==> src/rtl/uart_pkg.sv <==
// Shared definitions for the UART transmit arbiter: FSM state encoding,
// default requester count and byte width.
package uart_pkg;
  localparam int N_REQ_DEF = 4;
  localparam int BYTE_W    = 8;

  typedef enum logic [1:0] {
    ST_IDLE  = 2'd0,
    ST_XFER  = 2'd1,
    ST_CKSUM = 2'd2
  } state_e;
endpackage

==> src/rtl/uart_rr_pick.sv <==
// Combinational round-robin pick: the first set request bit, searching
// upward from the slot just after ptr and wrapping modulo N_REQ.
module uart_rr_pick #(
  parameter int N_REQ = 4,
  parameter int ID_W  = 2
) (
  input  logic [N_REQ-1:0] req,
  input  logic [ID_W-1:0]  ptr,
  output logic [ID_W-1:0]  winner,
  output logic             any
);
  logic [ID_W-1:0] idx;

  always_comb begin
    winner = '0;
    any    = 1'b0;
    idx    = '0;
    for (int i = 1; i <= N_REQ; i++) begin
      idx = ID_W'((int'(ptr) + i) % N_REQ);
      if (!any && req[idx]) begin
        any    = 1'b1;
        winner = idx;
      end
    end
  end
endmodule

==> src/rtl/uart_tx_arbiter.sv <==
// Packet-locked round-robin arbiter feeding one TX FIFO write port.
// Define UART_TX_CKSUM_EN to append an XOR checksum byte after every packet.
module uart_tx_arbiter
  import uart_pkg::*;
#(
  parameter int N_REQ = N_REQ_DEF,
  parameter int ID_W  = $clog2(N_REQ),
  parameter int CNT_W = 16
) (
  input  logic                    clk,
  input  logic                    rst,
  input  logic [N_REQ-1:0]        req_valid,
  input  logic [BYTE_W*N_REQ-1:0] req_data,
  input  logic [N_REQ-1:0]        req_last,
  output logic [N_REQ-1:0]        req_ready,
  input  logic                    fifo_full,
  output logic [BYTE_W-1:0]       fifo_data,
  output logic                    fifo_wr,
  output logic [ID_W-1:0]         grant_id,
  output logic                    busy,
  output logic [CNT_W-1:0]        pkt_count
);
  state_e            state_q, state_d;
  logic [ID_W-1:0]   grant_q, grant_d;
  logic [ID_W-1:0]   ptr_q, ptr_d;
  logic              busy_q, busy_d;
  logic [CNT_W-1:0]  cnt_q, cnt_d;
  logic [ID_W-1:0]   winner;
  logic              any_req;
  logic [BYTE_W-1:0] g_data;
  logic              g_valid, g_last, accept;
`ifdef UART_TX_CKSUM_EN
  logic [BYTE_W-1:0] xor_q, xor_d;
`endif

  uart_rr_pick #(.N_REQ(N_REQ), .ID_W(ID_W)) u_pick (
    .req    (req_valid),
    .ptr    (ptr_q),
    .winner (winner),
    .any    (any_req)
  );

  assign g_data  = req_data[grant_q*BYTE_W +: BYTE_W];
  assign g_valid = req_valid[grant_q];
  assign g_last  = req_last[grant_q];
  assign accept  = (state_q == ST_XFER) && g_valid && !fifo_full;

  // Write path is combinational so an accepted byte lands in the FIFO the same cycle.
  always_comb begin
    req_ready = '0;
    fifo_wr   = 1'b0;
    fifo_data = '0;
    case (state_q)
      ST_XFER: begin
        req_ready[grant_q] = !fifo_full;
        fifo_wr            = accept;
        if (accept) fifo_data = g_data;
      end
`ifdef UART_TX_CKSUM_EN
      ST_CKSUM: begin
        fifo_wr = !fifo_full;
        if (!fifo_full) fifo_data = xor_q;
      end
`endif
      default: ;
    endcase
  end

  always_comb begin
    state_d = state_q;
    grant_d = grant_q;
    ptr_d   = ptr_q;
    busy_d  = busy_q;
    cnt_d   = cnt_q;
`ifdef UART_TX_CKSUM_EN
    xor_d   = xor_q;
`endif
    case (state_q)
      ST_IDLE: begin
        if (any_req) begin
          grant_d = winner;
          busy_d  = 1'b1;
          state_d = ST_XFER;
`ifdef UART_TX_CKSUM_EN
          xor_d   = '0;
`endif
        end
      end
      ST_XFER: begin
        if (accept) begin
`ifdef UART_TX_CKSUM_EN
          xor_d = xor_q ^ g_data;
`endif
          if (g_last) begin
            ptr_d = grant_q;
`ifdef UART_TX_CKSUM_EN
            state_d = ST_CKSUM;
`else
            state_d = ST_IDLE;
            busy_d  = 1'b0;
            cnt_d   = cnt_q + CNT_W'(1);
`endif
          end
        end
      end
`ifdef UART_TX_CKSUM_EN
      ST_CKSUM: begin
        if (!fifo_full) begin
          state_d = ST_IDLE;
          busy_d  = 1'b0;
          cnt_d   = cnt_q + CNT_W'(1);
        end
      end
`endif
      default: state_d = ST_IDLE;
    endcase
  end

  always_ff @(posedge clk or posedge rst) begin
    if (rst) begin
      state_q <= ST_IDLE;
      grant_q <= '0;
      ptr_q   <= ID_W'(N_REQ - 1);
      busy_q  <= 1'b0;
      cnt_q   <= '0;
`ifdef UART_TX_CKSUM_EN
      xor_q   <= '0;
`endif
    end else begin
      state_q <= state_d;
      grant_q <= grant_d;
      ptr_q   <= ptr_d;
      busy_q  <= busy_d;
      cnt_q   <= cnt_d;
`ifdef UART_TX_CKSUM_EN
      xor_q   <= xor_d;
`endif
    end
  end

  assign grant_id  = grant_q;
  assign busy      = busy_q;
  assign pkt_count = cnt_q;
endmodule

==> config.mk <==
export PLATFORM = sky130hd
export DESIGN_NAME = uart_tx_arbiter
export DESIGN_NICKNAME = d
export VERILOG_FILES = /design/src/rtl/uart_pkg.sv /design/src/rtl/uart_rr_pick.sv /design/src/rtl/uart_tx_arbiter.sv
export SDC_FILE = /design/constraint.sdc
export NUM_CORES = 1
export LEC_CHECK = 0
export CORE_UTILIZATION = 40
export DETAILED_ROUTE_END_ITERATION = 12
export GPL_TIMING_DRIVEN = 0
export PLACE_DENSITY = 0.93
export SYNTH_ARGS = -nofsm -noshare
export SYNTH_HDL_FRONTEND = slang
export SYNTH_SLANG_ARGS = --single-unit
==> constraint.sdc <==
create_clock -name clk -period 2.1 [get_ports clk]
set_input_delay 0.42 -clock clk [delete_from_list [all_inputs] [get_ports clk]]
set_output_delay 0.42 -clock clk [all_outputs]
set_load 0.01 [all_outputs]
Word-level counts from Yosys, hierarchy flattened
Index checks and enable logic that the tools add are counted.
- equal/unequal tests: 4
- shifts and indexed selects: 1
- bitwise gates (word level): 1
- order comparisons: 6
- mux-type cells: 34
- reduce and logical (&&, ||, !) cells: 16
- add/subtract/negate cells: 5
- operators by type and width (operator ; count):
    $shiftx 32x6->8 ; 1
    $add 16x1->16 const B ; 1
    $mux 8 ; 2
    $lt 2x3->1 const B ; 5
    $mux 1 ; 15
    $mux 2 ; 7
    $bmux 1 s2 ; 6
    $logic_and 1x1->1 ; 6
    $ne 2x2->1 const B ; 3
    $reduce_and 3->1 ; 2
    $add 2x1->2 const B ; 2
    $add 2x2->2 const B ; 2
    $and 4x4->4 ; 1
    $logic_not 1->1 ; 4
    $mux 4 ; 1
    $pmux 2 s2 ; 1
    $reduce_and 4->1 ; 1
    $demux 1 s2 ; 1
    $eq 2x1->1 const B ; 1
    $ge 2x1->1 const B ; 1
    $logic_not 2->1 ; 1
    $pmux 1 s2 ; 1
    $reduce_and 2->1 ; 1
    $reduce_bool 2->1 ; 1
- input port bits: 43
- output and inout bits: 32
- flip-flop bits (word level): 23

Depth between registers and ports, before layout
Gate-level depths: netlist (run 1).
- depth in word-level cells: 15
- depth in mapped cells: 7

Cells and area by module
A second synthesis (run 1) with hierarchy kept.
- cell total of the unflattened synthesis: 120
- area, all modules: 1408.9 sq um
- modules (own cells, without submodules) (module ; cells each ; area each (sq um) ; seq. area each (sq um) ; instances):
    uart_tx_arbiter ; 106 ; 1317.5 ; 528.0 ; 1
    uart_rr_pick ; 14 ; 91.3 ; 0.0 ; 1

Worst setup path before layout (run 1)
Ideal clock, no wire load.
- path type: register to output
- start point: register grant_q[1] (netlist: grant_id[1])
- end point: output port fifo_data[0]
- stages on the path, launching flop included: 6
- setup slack: 0.158 ns
- data arrival time: 1.522 ns
- buffers on the path: 1
- data required time: 1.680 ns
- cells stage by stage: dfrtp_1 > or3b_4 > o22a_4 > clkinv_4 > buf_12 > and2_1
- word-level cells in the longest chain between the ends: 6
- RTL lines (item ; RTL line ; source):
    start, declared ; uart_tx_arbiter.sv:24 ; logic [ID_W-1:0] grant_q, grant_d;
    start signal, assigned ; uart_tx_arbiter.sv:131 ; grant_q <= grant_d;
    parallel branches: the longest is 4 deep, another holds $shiftx 32x6->8 ; - ;
    $mux 8 * ; uart_tx_arbiter.sv:57 ; if (accept) fifo_data = g_data;
    $mux 8 * ; uart_tx_arbiter.sv:53 ; case (state_q)
    end, declared ; uart_tx_arbiter.sv:17 ; output logic [BYTE_W-1:0] fifo_data,
Mark *: on every way between the ends. The select of a mux whose other input is x is not followed.

Worst setup path after layout (run 1)
- start point: register grant_q[0] (netlist: grant_id[0])
- end point: output port fifo_data[2]
Same word-level chain as after synthesis.

==> metrics.txt, run 1 <==
CTS clk-pin slew, worst paths=110 ps; WHS Path Cells=1; Rel. slew slack=0.4884; async set or reset register ratio after synthesis=1.000; Worst setup EP type=output port; Critical path origin=grant_id[0]; Synth Flop Type=dfrtp_1; worst-case reg-to-reg path depth=10; die area=3903 um^2; Worst VDD drop=0.0008166 V; Die X=62.47 um; Data required, critical path=1680 ps; crit path capture=fifo_data[2]; crit path DAT=1730 ps; FF-to-FF setup slack=170 ps; final layout net count=263; ratio of cells with drive above 1 in the final layout=0.2890; drt initial violations=70; DR pass1 iterations=5; Max Cap Viol=0; worst hold margin=477.8 ps; DP Cell Count=247; IO Port Bufs=74; htree depth=1; main combinational cell family by area after synthesis=simple AND/OR/NAND/NOR gates; Slew Limit Fails=0; core area=3416 um^2; Yosys cell types=42; Yosys top cell area share=0.3251; RSZ-0062 raised after global routing=true; final wirelength=4.091 mm; sequential area share after synthesis=0.3610; min-delay src=pkt_count[15]; I/O pins=75; final period utilization=1.024; leading area contributor after synthesis=dfrtp_1; status=complete, but fails checks; reg2reg start=grant_id[0]; post-synthesis simple-gate area fraction=0.2404; critical path peak fanout=6; CTS root buffer=clkbuf_4; PD cells=959.0 nW/um^2; most numerous cell in the Yosys netlist=dfrtp_1; FF+latch count, synth=21; FMAX=0.4648 GHz; global-route wire length before repair=6.665 mm; CTS tree=done; setup ws final=-51.27 ps; clk_lat worst skew=290 ps; largest net degree at the start of global routing=22; failing checks=negative setup slack; Post-Synth XOR/XNOR Area=0.09495; DR vias=1383; met2 wire length=2.169 mm; Vert. Die Dim=62.47 um; row cnt=21; synthesized instance count=127; final setup vio count=8; total power=2.345 mW; post-synthesis mux area share=0.1882; Num CTS Buffers=3; worst clock skew=3.787 ps; fillers=229; largest cells by area after synthesis=dfrtp_1, mux4_2, xnor2_1; Antenna Nets Post-Route=0; Slew @ Worst Pin=766.6 ps; EDFF count, synth=0; via/cell ratio=5.239; layout overhead on the synthesized area=67.15%; Syn Nets=171; Top Metal Used=met4; Sink Count=21; Leakage=1.065 nW; Hold Crit Class=reg -> reg; Startpoint Class=flip-flop; DR WL met3=200 um; Synth Area in Compound Gates=0.06074; remaining routing DRC violations=0; final core utilization=0.7158; vias in the first global route=1375; Layout Cells excl Fill=264; Warnings, synthesis=0; CTS max path bufs=2; Avg Synthesized Cell Area=11.52 um^2; total inserted antenna cells=0; Cell Area, Synth=1463 um^2; WL met1=1.642 mm; area share of fa/ha/maj cells after synthesis=0.008554; Initial Util=0.4282; initial antenna violation count=0; final setup TNS=-378.0 ps; post-DR wirelength/cell=15.50 um; Post-synth top cells=dfrtp_1, and2_1, mux4_2, nor2_1, xnor2_1; Fin. Hold Viols=0; total grt overflow=0; routability cong.=0.8030; Final min period=2151 ps; worst flop-to-flop path endpoint=pkt_count[8]; HPWL after detailed placement=2.954 mm; Overall Global Routing Usage=0.2153; Setup CP Type=reg -> out
==> per-stage QoR <==
| step | area, um^2 | setup slack (ps) |
|---|---|---|
| 2_1_floorplan | 1463 | 157.9 |
| 3_3_place_gp | 2261 | -732.9 |
| 3_5_place_dp | 2261 | -737.8 |
| 4_1_cts | 2420 | -47.41 |
| 5_1_grt | 2445 | -137.7 |
| 6_report | 2445 | -51.27 |
==> cells in the final DEF (no fill, tap or decap), drive strengths merged, types with 6 or more instances in the layout <==
master / n
clkdlybuf4s50: 59
buf: 23
dfrtp: 19
xnor2: 9
nor2: 9
mux4: 8
and2: 8
nand4: 7
inv: 6
xor2: 6
dlygate4sd2: 6
==> critical path, cell delays in order (launching register included) <==
cell,delay (ps)
dfrtp_1,400
buf_6,140
buf_6,120
mux2i_2,190
o22a_4,230
clkinv_4,90
and2_4,140
buf_6,110
==> what timing repair did <==
action / 4_1_cts / 5_1_grt
gates resized for setup: 63 / 6
hold buffers: 0 / 0
hold endpoints to repair: 0 / 0
setup buffers: 12 / 0
pin swaps: 5 / 4
endpoints found under the setup margin: 13 / 9
cloned: 2 / 0
==> where the power goes <==
group | total, mW | switching (mW) | leakage, nW | internal (mW)
registers | 0.616 | 0.105 | 0.269 | 0.510
logic | 1.54 | 0.624 | 0.781 | 0.919
clock network | 0.186 | 0.112 | 0.0150 | 0.0739
==> worst min-delay path by stage <==
| stage | slack [ps] | to |
|---|---|---|
| global route | 490 | pkt_count[15] |
| global placement | 460 | pkt_count[15] |
| CTS | 480 | pkt_count[15] |
| finish | 480 | pkt_count[15] |
| floorplan | 400 | busy |
| detailed placement | 460 | pkt_count[15] |
==> final cells by class <==
class / count / area (um^2) / share of cell area
inverters: 7 / 31.28 / 0.01279
repair buffers: 87 / 862.1 / 0.3526
well taps: 46 / 57.56 / 0.02354
plain buffers: 3 / 36.28 / 0.01484
flip-flops and latches: 21 / 530.5 / 0.2170
repair inverters: 1 / 8.758 / 0.003582
clock buffers: 4 / 26.28 / 0.01075
multi-input cells: 95 / 892.1 / 0.3649
==> logic make-up after synthesis <==
family,after synthesis
compound gates,11
xor+xnor,15
fa+ha+maj,1
buf+inv,11
flops,21
mux,17
simple gates,51
==> routing by layer <==
metal  vias to the layer above  GRT usage
met5                         -          0
met4                         0    0.05233
met3                         8    0.03832
met2                        48     0.3954
met1                       676     0.2576
li1                        651          -
==> sequential cells by signal, summed over array words and instances, names as in the netlist <==
signal / flops
pkt_count: 16
grant_id: 2
busy: 1
ptr_q: 2
Power figures use the tool's default switching activity.
==> inputs of run 2 (changes only) <==
--- a/config.mk
+++ b/config.mk
@@ -5,6 +5,7 @@
 export SDC_FILE = /design/constraint.sdc
 export NUM_CORES = 1
 export LEC_CHECK = 0
+export CORE_ASPECT_RATIO = 0.6
 export CORE_UTILIZATION = 40
 export DETAILED_ROUTE_END_ITERATION = 12
 export GPL_TIMING_DRIVEN = 0
==> run 2 against run 1 <==
  * The flow now finishes without violations
  * Wire length decreased by 1.1%
  * Sequential power about the same
  * Critical path depth decreased by 2
  * Setup slack improved by 53 ps
  * Cell count decreased by 0.76%
  * Utilization decreased by 0.52 points
  * Fmax increased by 2.5%
==> metrics.txt, run 2 (synthesis gave the netlist of run 1 again) <==
final layout net count=262; die area=3910 um^2; CTS Hold Buffers Added=0; Antenna Nets Post-Route=0; internal power=1.459 mW; FMAX=0.4767 GHz; Final min period=2098 ps; largest net degree at the start of global routing=22; final core utilization=0.7106; htree depth=1; commonest non-fill, non-tap cells in the layout=clkdlybuf4s50_1, dfrtp_1, buf_4; CTS max path bufs=2; IO Port Bufs=74; final period utilization=0.9990; final setup vio count=0; Initial Util=0.4349; max reg flops=16; worst hold margin=480.0 ps; Slew Limit Fails=0; global-route wire length before repair=6.320 mm; Sink Count=21; Data required, critical path=1680 ps; Comb power frac=0.618; Setup CP Type=reg -> out; via/cell ratio=5.115; setup ws final=2.028 ps; remaining routing DRC violations=0; final wirelength=4.045 mm; drt initial violations=48; clk_lat worst skew=260 ps; Hold Crit Class=reg -> reg; Sw Ratio=0.3649; CTS root buffer=clkbuf_8; total grt overflow=0; critical path peak fanout=5; Slew @ Worst Pin=760.8 ps; DR pass1 iterations=4; RSZ-0062 raised after global routing=true; Die X=80.07 um; CTS tree=done; P_sw=0.8383 mW; worst clock skew=0.8945 ps; Max Cap Viol=0; Startpoint Class=flip-flop; row cnt=16; status=complete, no violations; post-DR wirelength/cell=15.44 um; I/O pins=75; total inserted antenna cells=0; Vert. Die Dim=48.84 um; ratio of cells with drive above 1 in the final layout=0.2488; initial antenna violation count=0; HPWL after detailed placement=2.944 mm; clock power share=0.114; Layout Cells excl Fill=262; Worst setup EP type=output port; Worst VDD drop=0.0005033 V; routability cong.=0.8269; PD cells=961.4 nW/um^2; layout overhead on the synthesized area=63.39%; commonest non-fill, non-tap cell in the layout=clkdlybuf4s50_1; Rel. slew slack=0.4923; worst slack, placed=-786.8 ps; Overall Global Routing Usage=0.2088; Fin. Hold Viols=0; vias in the first global route=1343; DP Cell Count=246; Num CTS Buffers=3; core area=3363 um^2; Leakage=1.082 nW; DR vias=1340; Seq pwr share=0.268; crit path DAT=1680 ps; CTS clk-pin slew, worst paths=70 ps
## run 2: cell count changes in the layout (fill, tap and decap cells not counted), moves of 3 or more
cell / change
and2_1: +5
clkdlybuf4s50_1: -3
buf_2: +5
buf_6: -7
clkbuf_8: +3
and2_4: -5
clkbuf_4: -3
## run 2: what timing repair did
action	4_1_cts	5_1_grt
gates cloned	0	1
pin swaps	2	2
buffers inserted	8	4
endpoints found under the setup margin	13	11
resized for setup	48	8
endpoints found under the hold margin	0	0
## run 2: layout make-up
cell class / count / area, um^2
plain buffers: 3 / 36.28
clock buffers: 4 / 45.04
fillers: 245 / 973.4
inverters: 7 / 33.78
multi-input cells: 95 / 872.1
flip-flops and latches: 21 / 529.3
well taps: 45 / 56.30
repair buffers: 87 / 817.0
## run 2: routing by layer
layer  part of all wire  up-vias  track usage
li1                   -      655            -
met1               0.42      646       0.2713
met2               0.52       35       0.3675
met3              0.054        4      0.05047
met4             0.0040        0      0.01786
met5                  0        -            0
## run 2: final timing paths
check,startpoint,end,slack (ps),depth (start not counted)
setup / recovery,grant_id[0],fifo_data[6],2,5
hold / removal,pkt_count[15],pkt_count[15],480,1
setup reg to reg,grant_id[0],pkt_count[1],180,7
hold reg to reg,pkt_count[15],pkt_count[15],480,1
max in group asynchronous,rst,busy,980,2
min in group asynchronous,rst,pkt_count[9],600,2
## run 2: worst max-delay path: stages (launching register included)
cell	delay, ps
dfrtp_1	360
buf_6	140
buf_12	130
mux4_2	490
and2_1	170
buf_2	130
## run 2: stage by stage
step,TNS (ps),total power [mW],cell area (um^2)
6_report,0,2.298,2390
3_5_place_dp,-7755,1.861,2260
2_1_floorplan,0,1.358,1463
5_1_grt,-381.3,2.453,2390
4_1_cts,0,2.167,2317
3_3_place_gp,-6933,1.836,2260
## run 2: power groups by stage
stage	sequential, mW	clock [mW]	combinational [mW]
after CTS	0.617	0.263	1.29
after global placement	0.630	0	1.21
after floorplan	0.642	0	0.716
final	0.616	0.262	1.42
after detailed placement	0.634	0	1.23
after global routing	0.635	0.283	1.54
==> inputs of run 3 (changes only) <==
--- a/config.mk
+++ b/config.mk
@@ -10,6 +10,7 @@
 export DETAILED_ROUTE_END_ITERATION = 12
 export GPL_TIMING_DRIVEN = 0
 export PLACE_DENSITY = 0.93
+export RECOVER_POWER = 100
 export SYNTH_ARGS = -nofsm -noshare
 export SYNTH_HDL_FRONTEND = slang
 export SYNTH_SLANG_ARGS = --single-unit
==> run 3 against run 2 <==
  * Utilization did not move
  * Cell count did not move
  * Global-route usage did not move
  * Combinational power barely moved
  * Wire length did not move
  * Register-to-register slack barely moved
  * Sequential power barely moved
  * Critical path depth did not move
  * Clock power barely moved
  * Cell area did not move
  * Largest power group unchanged
  * Highest routed layer unchanged
==> metrics.txt, run 3 (synthesis gave the netlist of run 1 again) <==
final period utilization=0.9990; Fin. Hold Viols=0; Vert. Die Dim=48.84 um; ratio of cells with drive above 1 in the final layout=0.2488; commonest non-fill, non-tap cell in the layout=clkdlybuf4s50_1; status=complete, no violations; CTS clk-pin slew, worst paths=70 ps; Top Metal Used=met4; critical path peak fanout=5; DR vias=1340; DP Cell Count=246; Leakage=1.083 nW; crit path DAT=1680 ps; DR WL met3=218 um; Hold Crit Class=reg -> reg; final wirelength=4.045 mm; final setup TNS=0 ps; worst-case reg-to-reg path depth=7; vias in the first global route=1343; WHS Path Cells=1; fillers=245; Layout Cells excl Fill=262; FMAX=0.4767 GHz; commonest non-fill, non-tap cells in the layout=clkdlybuf4s50_1, dfrtp_1, buf_4; CTS Hold Buffers Added=0; final setup vio count=0; final layout net count=262; clk_lat worst skew=260 ps; via/cell ratio=5.115; total inserted antenna cells=0; setup ws final=2.028 ps; WL met1=1.719 mm; Setup CP Type=reg -> out; worst clock skew=0.8945 ps; Slew @ Worst Pin=761.0 ps; worst slack, placed=-786.8 ps; routability cong.=0.8269; max reg flops=16; Num CTS Buffers=3; RSZ-0062 raised after global routing=true; layout overhead on the synthesized area=63.39%; met2 wire length=2.091 mm; Worst setup EP type=output port; Die X=80.07 um; CTS root buffer=clkbuf_8; row cnt=16; Startpoint Class=flip-flop; Overall Global Routing Usage=0.2088; DR pass1 iterations=4; CTS max path bufs=2; Data required, critical path=1680 ps; total grt overflow=0; Max Cap Viol=0; remaining routing DRC violations=0; post-DR wirelength/cell=15.44 um; global-route wire length before repair=6.320 mm; Rel. slew slack=0.4921; PD cells=961.3 nW/um^2; I/O pins=75; largest net degree at the start of global routing=22; Final min period=2098 ps; Antenna Nets Post-Route=0; Slew Limit Fails=0; Initial Util=0.4349; core area=3363 um^2; CTS tree=done; Worst VDD drop=0.0005033 V; die area=3910 um^2; drt initial violations=48; htree depth=1; HPWL after detailed placement=2.944 mm; Sink Count=21; initial antenna violation count=0; IO Port Bufs=74
[run 3: cell types whose count changed in the layout (fill, tap and decap cells not counted), sizes merged]
cell,change
clkdlybuf4s50,-1
dlygate4sd3,+1
[run 3: cell type report]
cell class,instances,area [um^2],share of cell area
repair buffers,87,817.0,0.3419
plain buffers,3,36.28,0.01518
well taps,45,56.30,0.02356
inverters,7,33.78,0.01414
multi-input cells,95,872.1,0.3649
clock buffers,4,45.04,0.01885
flip-flops and latches,21,529.3,0.2215
[run 3: worst max-delay path, cell delays in order (launching register included)]
cell	delay, ps
dfrtp_1	360
buf_6	140
buf_12	130
mux4_2	490
and2_1	170
buf_2	130
[run 3: power by group]
part | internal (mW) | total [mW] | leakage [nW] | switching [mW]
Combinational | 0.815 | 1.42 | 0.790 | 0.605
Clock | 0.135 | 0.262 | 0.0228 | 0.126
Sequential | 0.509 | 0.616 | 0.270 | 0.107
Total | 1.46 | 2.30 | 1.08 | 0.838
[run 3: timing repair]
| item | 4_1_cts | 5_1_grt |
|---|---|---|
| gates cloned | 0 | 1 |
| pin swaps | 2 | 2 |
| endpoints found under the setup margin | 13 | 11 |
| buffers inserted | 8 | 4 |
| resized for setup | 48 | 8 |
[run 3: worst paths after layout]
path / start / endpoint / slack (ps)
min in group asynchronous: rst / pkt_count[9] / 730
hold / removal: pkt_count[15] / pkt_count[15] / 480
hold reg to reg: pkt_count[15] / pkt_count[15] / 480
setup reg to reg: grant_id[0] / pkt_count[1] / 180
max in group asynchronous: rst / busy / 840
setup / recovery: grant_id[0] / fifo_data[6] / 2
[run 3: through the flow]
step / total power [mW] / hold slack, ps / utilization / instance area (um^2)
CTS: 2.167 / 481.2 / 0.6890 / 2317
global placement: 1.836 / 459.0 / 0.6719 / 2260
floorplan: 1.358 / 395.0 / - / 1463
global route: 2.453 / 515.2 / 0.7106 / 2390
detailed placement: 1.861 / 467.2 / 0.6719 / 2260
finish: 2.297 / 480.0 / 0.7106 / 2390
[run 3: metal layers]
| metal | track usage | vias to the layer above |
|---|---|---|
| met1 | 0.2713 | 646 |
| met2 | 0.3675 | 35 |
| met5 | 0 | - |
| li1 | - | 655 |
| met4 | 0.01786 | 0 |
| met3 | 0.05047 | 4 |
